$ cat config.mk
export PLATFORM = sky130hd
export DESIGN_NAME = ram_march_bist
export DESIGN_NICKNAME = d
export VERILOG_FILES = /design/src/rtl/ram_bist_pkg.sv /design/src/rtl/bist_addr_gen.sv /design/src/rtl/ram_march_bist.sv
export SDC_FILE = /design/constraint.sdc
export NUM_CORES = 1
export LEC_CHECK = 0
export BUFFER_PORTS_ARGS = -buffer_cell sky130_fd_sc_hd__buf_4
export CORE_UTILIZATION = 31
export CTS_CLUSTER_DIAMETER = 30
export DETAILED_ROUTE_END_ITERATION = 6
export PLACE_DENSITY = 0.49
export SLEW_MARGIN = 20
export SYNTH_ARGS = -nofsm -noshare
export SYNTH_HDL_FRONTEND = slang
export SYNTH_SLANG_ARGS = --single-unit
export TNS_END_PERCENT = 100
$ cat constraint.sdc
create_clock -name clk -period 2.16 [get_ports clk]
set_clock_uncertainty 0.2 [all_clocks]
set_input_delay 0.216 -clock clk [delete_from_list [all_inputs] [get_ports clk]]
set_output_delay 0.216 -clock clk [all_outputs]
set_load 0.02 [all_outputs]
$ cat src/rtl/ram_bist_pkg.sv
`default_nettype none
// ============================================================================
// Package     : ram_bist_pkg
// Description : Shared types and March C- element tables for ram_march_bist.
//               Tables are indexed by element number; bit e describes Me.
// Revision    : 1.0 - initial release
// ============================================================================
package ram_bist_pkg;

  typedef enum logic [2:0] {
    S_IDLE = 3'd0,
    S_WR   = 3'd1,
    S_RD   = 3'd2,
    S_WAIT = 3'd3,
    S_CMP  = 3'd4,
    S_WRB  = 3'd5,
    S_DONE = 3'd6
  } state_t;

  localparam logic [2:0] c_M0 = 3'd0;
  localparam logic [2:0] c_M1 = 3'd1;
  localparam logic [2:0] c_M2 = 3'd2;
  localparam logic [2:0] c_M3 = 3'd3;
  localparam logic [2:0] c_M4 = 3'd4;
  localparam logic [2:0] c_M5 = 3'd5;

  // Element walks addresses downward (M3, M4, M5)
  localparam logic [7:0] c_ELEM_DOWN    = 8'b0011_1000;
  // Element expects all-ones on read (M2, M4); otherwise all-zeros
  localparam logic [7:0] c_ELEM_RD_ONES = 8'b0001_0100;
  // Element writes all-ones (M1, M3); otherwise all-zeros
  localparam logic [7:0] c_ELEM_WR_ONES = 8'b0000_1010;
  // Element performs a read (M1..M5)
  localparam logic [7:0] c_ELEM_HAS_RD  = 8'b0011_1110;
  // Element performs a write (M0..M4)
  localparam logic [7:0] c_ELEM_HAS_WR  = 8'b0001_1111;

  function automatic logic elem_flag(input logic [7:0] tbl, input logic [2:0] elem);
    return tbl[elem];
  endfunction

endpackage
`default_nettype wire

$ cat src/rtl/bist_addr_gen.sv
`default_nettype none
// ============================================================================
// Module      : bist_addr_gen
// Description : Up/down address counter for the March walker. Load selects
//               the first address of an element (0 or N-1); o_last flags the
//               final address in the current direction.
// Revision    : 1.0 - initial release
// ============================================================================
module bist_addr_gen #(
  parameter int ADDR_W = 2
) (
  input  logic              clk,
  input  logic              rst,
  input  logic              i_load,
  input  logic              i_load_hi,
  input  logic              i_step,
  input  logic              i_down,
  output logic [ADDR_W-1:0] o_addr,
  output logic              o_last
);

  logic [ADDR_W-1:0] r_addr;

  // Address register: load has priority over stepping
  always_ff @(posedge clk or posedge rst) begin
    if (rst) begin
      r_addr <= '0;
    end else if (i_load) begin
      r_addr <= i_load_hi ? {ADDR_W{1'b1}} : {ADDR_W{1'b0}};
    end else if (i_step) begin
      r_addr <= i_down ? (r_addr - 1'b1) : (r_addr + 1'b1);
    end
  end

  assign o_addr = r_addr;
  assign o_last = i_down ? (r_addr == {ADDR_W{1'b0}}) : (r_addr == {ADDR_W{1'b1}});

endmodule
`default_nettype wire

$ cat src/rtl/ram_march_bist.sv
`default_nettype none
// ============================================================================
// Module      : ram_march_bist
// Description : March C- BIST initiator for a small synchronous RAM. Owns the
//               RAM port while busy, compares read data, reports pass/fail.
// Config      : BIST_ERR_LOG_EN - adds err_addr/err_data/err_elem capturing
//               the first mismatch of a run.
// Revision    : 1.0 - initial release
// ============================================================================
module ram_march_bist
  import ram_bist_pkg::*;
#(
  parameter int ADDR_W = 2,
  parameter int DATA_W = 4,
  parameter int RD_LAT = 1
) (
  input  logic              clk,
  input  logic              rst,
  input  logic              start,
  output logic              busy,
  output logic              done,
  output logic              pass,
  output logic              mem_we,
  output logic [ADDR_W-1:0] mem_addr,
  output logic [DATA_W-1:0] mem_wdata,
  input  logic [DATA_W-1:0] mem_rdata
`ifdef BIST_ERR_LOG_EN
  ,
  output logic [ADDR_W-1:0] err_addr,
  output logic [DATA_W-1:0] err_data,
  output logic [2:0]        err_elem
`endif
);

  localparam int c_WAIT_W = (RD_LAT > 1) ? $clog2(RD_LAT) : 1;

  state_t              r_state;
  state_t              w_state_nxt;
  logic [2:0]          r_elem;
  logic                r_fail;
  logic                r_done;
  logic                r_pass;
  logic [c_WAIT_W-1:0] r_wait_cnt;

  logic                w_ag_load;
  logic                w_ag_load_hi;
  logic                w_ag_step;
  logic                w_down;
  logic [ADDR_W-1:0]   w_addr;
  logic                w_last;
  logic                w_adv;
  logic                w_elem_inc;
  logic                w_wait_inc;
  logic                w_has_wr;
  logic                w_start_ok;
  logic                w_mismatch;
  logic [DATA_W-1:0]   w_exp;

  assign w_down       = elem_flag(c_ELEM_DOWN, r_elem);
  assign w_has_wr     = elem_flag(c_ELEM_HAS_WR, r_elem);
  assign w_exp        = elem_flag(c_ELEM_RD_ONES, r_elem) ? {DATA_W{1'b1}} : {DATA_W{1'b0}};
  assign w_mismatch   = (mem_rdata != w_exp);
  assign w_start_ok   = (r_state == S_IDLE) && start;
  // The first address of the next element depends on that element's direction
  assign w_ag_load_hi = (r_state != S_IDLE) && elem_flag(c_ELEM_DOWN, r_elem + 3'd1);

  bist_addr_gen #(
    .ADDR_W (ADDR_W)
  ) u_addr_gen (
    .clk       (clk),
    .rst       (rst),
    .i_load    (w_ag_load),
    .i_load_hi (w_ag_load_hi),
    .i_step    (w_ag_step),
    .i_down    (w_down),
    .o_addr    (w_addr),
    .o_last    (w_last)
  );

  // State register
  always_ff @(posedge clk or posedge rst) begin
    if (rst) begin
      r_state <= S_IDLE;
    end else begin
      r_state <= w_state_nxt;
    end
  end

  // Next-state logic and address/element sequencing
  always_comb begin
    w_state_nxt = r_state;
    w_ag_load   = 1'b0;
    w_ag_step   = 1'b0;
    w_elem_inc  = 1'b0;
    w_adv       = 1'b0;
    w_wait_inc  = 1'b0;
    case (r_state)
      S_IDLE: begin
        if (start) begin
          w_state_nxt = S_WR;
          w_ag_load   = 1'b1;
        end
      end
      S_WR:   w_adv = 1'b1;
      S_RD:   w_state_nxt = (RD_LAT == 1) ? S_CMP : S_WAIT;
      S_WAIT: begin
        if (r_wait_cnt == c_WAIT_W'(RD_LAT - 2)) begin
          w_state_nxt = S_CMP;
        end else begin
          w_wait_inc = 1'b1;
        end
      end
      S_CMP: begin
        if (w_has_wr) begin
          w_state_nxt = S_WRB;
        end else begin
          w_adv = 1'b1;
        end
      end
      S_WRB:  w_adv = 1'b1;
      S_DONE: w_state_nxt = S_IDLE;
      default: w_state_nxt = S_IDLE;
    endcase
    // Finishing work on one address: step within the element or move on
    if (w_adv) begin
      if (!w_last) begin
        w_ag_step   = 1'b1;
        w_state_nxt = (r_elem == c_M0) ? S_WR : S_RD;
      end else if (r_elem == c_M5) begin
        w_state_nxt = S_DONE;
      end else begin
        w_elem_inc  = 1'b1;
        w_ag_load   = 1'b1;
        w_state_nxt = S_RD;
      end
    end
  end

  // Element index, sticky fail flag, read-latency counter and result outputs
  always_ff @(posedge clk or posedge rst) begin
    if (rst) begin
      r_elem     <= c_M0;
      r_fail     <= 1'b0;
      r_done     <= 1'b0;
      r_pass     <= 1'b0;
      r_wait_cnt <= '0;
    end else begin
      r_done <= (r_state == S_DONE);
      if (w_start_ok) begin
        r_elem <= c_M0;
        r_fail <= 1'b0;
        r_pass <= 1'b0;
      end else begin
        if (w_elem_inc) begin
          r_elem <= r_elem + 3'd1;
        end
        if ((r_state == S_CMP) && w_mismatch) begin
          r_fail <= 1'b1;
        end
        if (r_state == S_DONE) begin
          r_pass <= ~r_fail;
        end
      end
      if (r_state == S_RD) begin
        r_wait_cnt <= '0;
      end else if (w_wait_inc) begin
        r_wait_cnt <= r_wait_cnt + 1'b1;
      end
    end
  end

`ifdef BIST_ERR_LOG_EN
  logic [ADDR_W-1:0] r_err_addr;
  logic [DATA_W-1:0] r_err_data;
  logic [2:0]        r_err_elem;

  // Capture only the first mismatch of a run; cleared when a run starts
  always_ff @(posedge clk or posedge rst) begin
    if (rst) begin
      r_err_addr <= '0;
      r_err_data <= '0;
      r_err_elem <= '0;
    end else if (w_start_ok) begin
      r_err_addr <= '0;
      r_err_data <= '0;
      r_err_elem <= '0;
    end else if ((r_state == S_CMP) && w_mismatch && !r_fail) begin
      r_err_addr <= w_addr;
      r_err_data <= mem_rdata;
      r_err_elem <= r_elem;
    end
  end

  assign err_addr = r_err_addr;
  assign err_data = r_err_data;
  assign err_elem = r_err_elem;
`endif

  assign busy      = (r_state != S_IDLE) && (r_state != S_DONE);
  assign done      = r_done;
  assign pass      = r_pass;
  assign mem_we    = (r_state == S_WR) || (r_state == S_WRB);
  assign mem_addr  = busy ? w_addr : {ADDR_W{1'b0}};
  assign mem_wdata = ((r_state == S_WRB) && elem_flag(c_ELEM_WR_ONES, r_elem))
                     ? {DATA_W{1'b1}} : {DATA_W{1'b0}};

endmodule
`default_nettype wire

## After elaboration in Yosys (flattened, before gate mapping)

Memory sizes are Yosys's and may differ from the RTL's.
Cells that the tools add are included.
Widths: inputs -> output; s select.

| storage, ports and cells | value |
|---|---|
| register bits | 12 |
| memory bits (read-only) | 40 |
| input bits | 7 |
| output and inout bits | 10 |
| logic and storage cells | 93 |
| memories kept | 5 |

Memories:

| memory | words | bits a word | read ports | clocked after memory_dff | wr ports | line | text |
|---|---|---|---|---|---|---|---|
| (no name shown) | 8 | 1 | 1 | 0 | 0 | ram_bist_pkg.sv:39 | `return tbl[elem];` |
| (no name shown) | 8 | 1 | 1 | 0 | 0 | ram_bist_pkg.sv:39 |  |
| (no name shown) | 8 | 1 | 1 | 0 | 0 | ram_bist_pkg.sv:39 |  |
| (no name shown) | 8 | 1 | 1 | 0 | 0 | ram_bist_pkg.sv:39 |  |
| (no name shown) | 8 | 1 | 1 | 0 | 0 | ram_bist_pkg.sv:39 |  |

| cells by class | value |
|---|---|
| $add $sub $neg | 4 |
| $lt $le $gt $ge | 2 |
| equal/unequal tests | 14 |
| multiplexer cells | 43 |
| bitwise gates (word level) | 1 |
| reduce and logical (&&, ||, !) cells | 17 |

Operator list:

| cell | count |
|---|---|
| $mux 1 | 25 |
| $mux 3 | 8 |
| $pmux 3 s5 | 1 |
| $eq 3x3->1 const B | 4 |
| $mux 2 | 6 |
| $ne 3x3->1 const B | 4 |
| $reduce_bool 2->1 | 5 |
| $lt 3x4->1 const B | 2 |
| $mux 4 | 2 |
| $eq 3x2->1 const B | 2 |
| $logic_not 3->1 | 2 |
| $logic_and 1x1->1 | 5 |
| $ne 4x4->1 | 1 |
| $reduce_and 4->1 | 1 |
| $add 3x1->3 const B | 1 |
| $eq 3x1->1 const B | 1 |
| $reduce_bool 3->1 | 1 |
| $add 2x1->2 const B | 1 |
| $eq 2x2->1 const B | 1 |
| $logic_not 2->1 | 1 |
| $ne 2x1->1 const B | 1 |
| $pmux 1 s2 | 1 |
| $reduce_or 2->1 | 1 |
| $sub 2x1->2 const B | 1 |
| 3 further kinds | 3 |

## Depth between registers and ports, before layout

| logic depth | value |
|---|---|
| depth in word-level cells | 7 |
| mapped depth | 7 |
| mapped depth without buffers | 7 |

## Modules after synthesis

From an unflattened synthesis, not the netlist that was laid out.

| unflattened totals | value |
|---|---|
| cell total of the unflattened synthesis | 103 |
| area total of the unflattened synthesis | 870.8 um^2 |

Modules (own cells, without submodules):

| module | instances | cells an instance | area each (um^2) | seq. area each (um^2) |
|---|---|---|---|---|
| ram_march_bist | 1 | 88 | 742.0 | 250.2 |
| bist_addr_gen | 1 | 15 | 128.9 | 50.0 |

## Worst setup path before layout

No wires, ideal clock.

| timing | value |
|---|---|
| path kind | reg2reg |
| from | register r_elem[0] |
| to | register r_elem[2] |
| setup time | 120 ps |
| data arrival time | 1660 ps |
| slack | 180 ps |
| stages on the path, launching flop included | 7 |
| buffers on the path | 0 |
| cells stage by stage | dfrtp_1 > ha_1 > or2b_4 > nand4_4 > a221oi_4 > a211oi_1 > a31o_1 |

| on the way | value |
|---|---|
| word-level cells in the longest chain between the ends | 6 |
| elaborated cells between the ends (all ways) | 15 |
| those cells by class | add/sub: 1; eq/ne: 1; mux: 10; reduce/logical: 1; memory: 2 |

Ends and longest elaborated chain:

| what | line | text |
|---|---|---|
| from (decl) | ram_march_bist.sv:39 | `logic [2:0] r_elem;` |
| from (signal assigned) | ram_march_bist.sv:142 | `r_elem <= c_M0;` |
| from (signal assigned) | ram_march_bist.sv:150 | `r_elem <= c_M0;` |
| from (signal assigned) | ram_march_bist.sv:155 | `r_elem <= r_elem + 3'd1;` |
| $mem_v2 8x1 | n/a |  |
| $mux 1 (implied by the code) | ram_bist_pkg.sv:39 |  |
| $mux 1, on equally long branches | ram_march_bist.sv:114, bist_addr_gen.sv:36 |  |
| $pmux 1 s2 or $mux 1 (tied branches) | ram_march_bist.sv:97, ram_march_bist.sv:126 |  |
| $mux 1 | ram_march_bist.sv:125 | `if (w_adv) begin` |
| $reduce_bool 2->1 (no source line) | n/a |  |

Parallel ways exist; a longest one is shown, timed or not. The select of a mux whose other input is x is not followed.
A chain may end at the register's enable or synchronous reset.

## Worst setup path after layout

Same ends and word-level chain as after synthesis.

==> metrics <==
kind of start point of the critical path=register; Fin Hold WS=0.05535 ns; Logic pwr share=0.041; Post-Synthesis Cell Area=897.1 um2; Num CTS Buffers=3; Yosys reg bits=12; final wirelength=1.864 mm; Fillers=295; multi-input combinational cell area=525.5 um2; layout cells sized above 1=0.2893; DIE HEIGHT=55.80 um; number of DRC markers in iteration 0=9; status=completed; P_int=0.3359 mW; clk_lat worst skew=0.27 ns; GP Congestion=0.7391; ANT nets after route=0; Slew Viols, Final=0; distinct cell type count after synthesis=39; clock power share=0.430; Final Setup Violations=0; Crit Path Max Fanout=7; root buf cell=clkbuf_4; Sw Share=0.2087; switching pwr=0.08862 mW; worst ir drop on vdd=0.3494 mV; dpl hpwl=1.414 mm; Max transition margin=0.6735; fmax=481.3 MHz; largest net degree at the start of global routing=13; Placed Instances=145; Total GRT Usage=0.1289; pre-CTS WS=0.05033 ns; Max-Cap Viols=0; Die Area=3113 um2; Clock Sinks=12; Final WS setup=0.08212 ns; most common cell after layout, fill and taps aside=buf_4; final core utilization=0.3938; clk buf depth=2; crit path DAT=2.05 ns; WL/cell=12.26 um; CTS tree=done; Setup crit end kind=register; HP Class=in -> reg; final worst path period share=0.9620; sequential fraction of the synthesis area=0.3347; clk slew on worst S/H paths=0.08 ns; number of global-route vias before repair=689; Worst Tran Pin Value=0.4892 ns; TritonRoute pass-1 iters=3; most frequent cells in the layout=buf_4, nor2_1, dfrtp_1; Worst EP required=2.13 ns; Non-Filler Instances=152; starting density of the core=0.3253; final hold viol count=0; flip-flop and latch area=302.8 um2; remaining global-route overflow=0; synthesized area per cell=8.626 um2; register share of total power=0.529; Tmin final=2.078 ns; num ports=17; WS Path Type=reg -> reg; DRC=0; Syn. warnings=0; first-pass GRT wire length=3.118 mm; ant diodes=0; Syn Nets=115; Static Leak=0.4746 nW; core region area=2758 um2; pwr dens=390.9 nW/um2; Core Rows=19; htree depth=1; layout net count=133; vias=742; DIE WIDTH=55.80 um; number of vias per cell=4.882; area grow syn2layout=21.06%; Port Buffers=16; initial antenna violation count=0; Post-Syn Instances=104
worst paths after layout:
path,startpoint,to,slack [ns],depth (start not counted)
setup / recovery,r_elem[0],r_elem[2],0.08,6
hold / removal,start,r_state[2],0.06,3
setup reg to reg,r_elem[0],r_elem[2],0.08,6
hold reg to reg,r_fail,r_fail,0.35,2
max in group asynchronous,rst,r_elem[1],1.07,3
min in group asynchronous,rst,done,0.34,3
flip-flops by register name, summed over array words and instances, names as in the netlist:
name,flops
r_wait_cnt,1
u_addr_gen.o_addr,2
r_fail,1
pass,1
done,1
r_elem,3
r_state,3
critical path: stages (launching register included):
cell and delay (ns):
dfrtp_2 0.44, ha_2 0.22, or2b_4 0.22, nand4_4 0.12
a221oi_4 0.44, a211oi_1 0.13, a31o_1 0.19
cells in the mapped netlist:
library cell	instances	area share
clkbuf_2	1	0.0056
inv_1	8	0.033
clkbuf_1	1	0.0042
and2_2	1	0.0084
a21oi_1	6	0.033
o21ai_0	5	0.028
nor2_1	19	0.079
dfrtp_1	12	0.33
buf_6	1	0.013
nand3b_1	1	0.0084
or2_1	1	0.0070
nand3_1	1	0.0056
nor4_1	1	0.0070
a31o_1	1	0.0098
and2_1	1	0.0070
o21a_1	1	0.0084
or2b_4	1	0.013
nor3_1	1	0.0056
a31o_2	1	0.0098
o21ai_2	1	0.0098
o31ai_1	2	0.017
nand4_4	1	0.024
nand2b_1	1	0.0070
mux2i_1	2	0.022
xnor2_1	1	0.0098
and2b_1	5	0.042
nor2b_1	2	0.014
xor2_1	1	0.0098
o22ai_1	2	0.014
buf_4	3	0.025
a221oi_4	1	0.029
a211oi_1	4	0.033
nand4_1	1	0.0070
buf_2	1	0.0056
a21oi_4	1	0.018
a31oi_1	1	0.0070
a21o_1	1	0.0084
ha_1	4	0.056
nand2_1	5	0.021
repair_timing:
action | 4_1_cts | 5_1_grt
hold endpoints to repair | 12 | 0
hold buffers | 1 | 0
buffers inserted | 0 | 2
resized for setup | 0 | 5
setup endpoints to repair | 0 | 10
power groups by stage:
stage | clock network, mW | registers (mW) | logic (mW)
floorplan | 0 | 0.229 | 0.00493
global placement | 0 | 0.229 | 0.0162
detailed placement | 0 | 0.229 | 0.0165
CTS | 0.193 | 0.224 | 0.0179
global route | 0.204 | 0.224 | 0.0200
finish | 0.183 | 0.224 | 0.0176
logic make-up (layout without fill, tap and decap cells):
logic type	Yosys count	in the layout	synth area share
xor+xnor	2	2	0.01953
buf+inv	15	32	0.08646
flops	12	12	0.3347
simple gates	42	42	0.2553
mux	2	2	0.02232
compound gates	27	27	0.2260
fa+ha+maj	4	4	0.05579
routing by layer:
layer / share of wire / global-route usage / wire, um / up-vias
met5: 0 / 0 / 0 / -
met2: 0.44 / 0.1979 / 826 / 18
met4: 0.0043 / 0.02143 / 8 / 0
met1: 0.51 / 0.1737 / 943 / 337
li1: - / - / - / 385
met3: 0.046 / 0.05116 / 86 / 2
per-stage QoR:
step	instance area, um2	TNS [ns]	power [mW]
after global placement	1016	0	0.2451
final	1086	0	0.4245
after detailed placement	1016	0	0.2454
after floorplan	897.1	0	0.2338
after CTS	1062	0	0.4350
after global routing	1086	-0.0003735	0.4486
area by class of cell:
type	count	share of cell area
Multi-Input combinational cell	77	0.4839
Sequential cell	12	0.2788
Timing Repair Buffer	20	0.1406
Tap cell	31	0.03571
Clock buffer	4	0.03341
Inverter	8	0.02765
(Power assumes the default switching activity.)
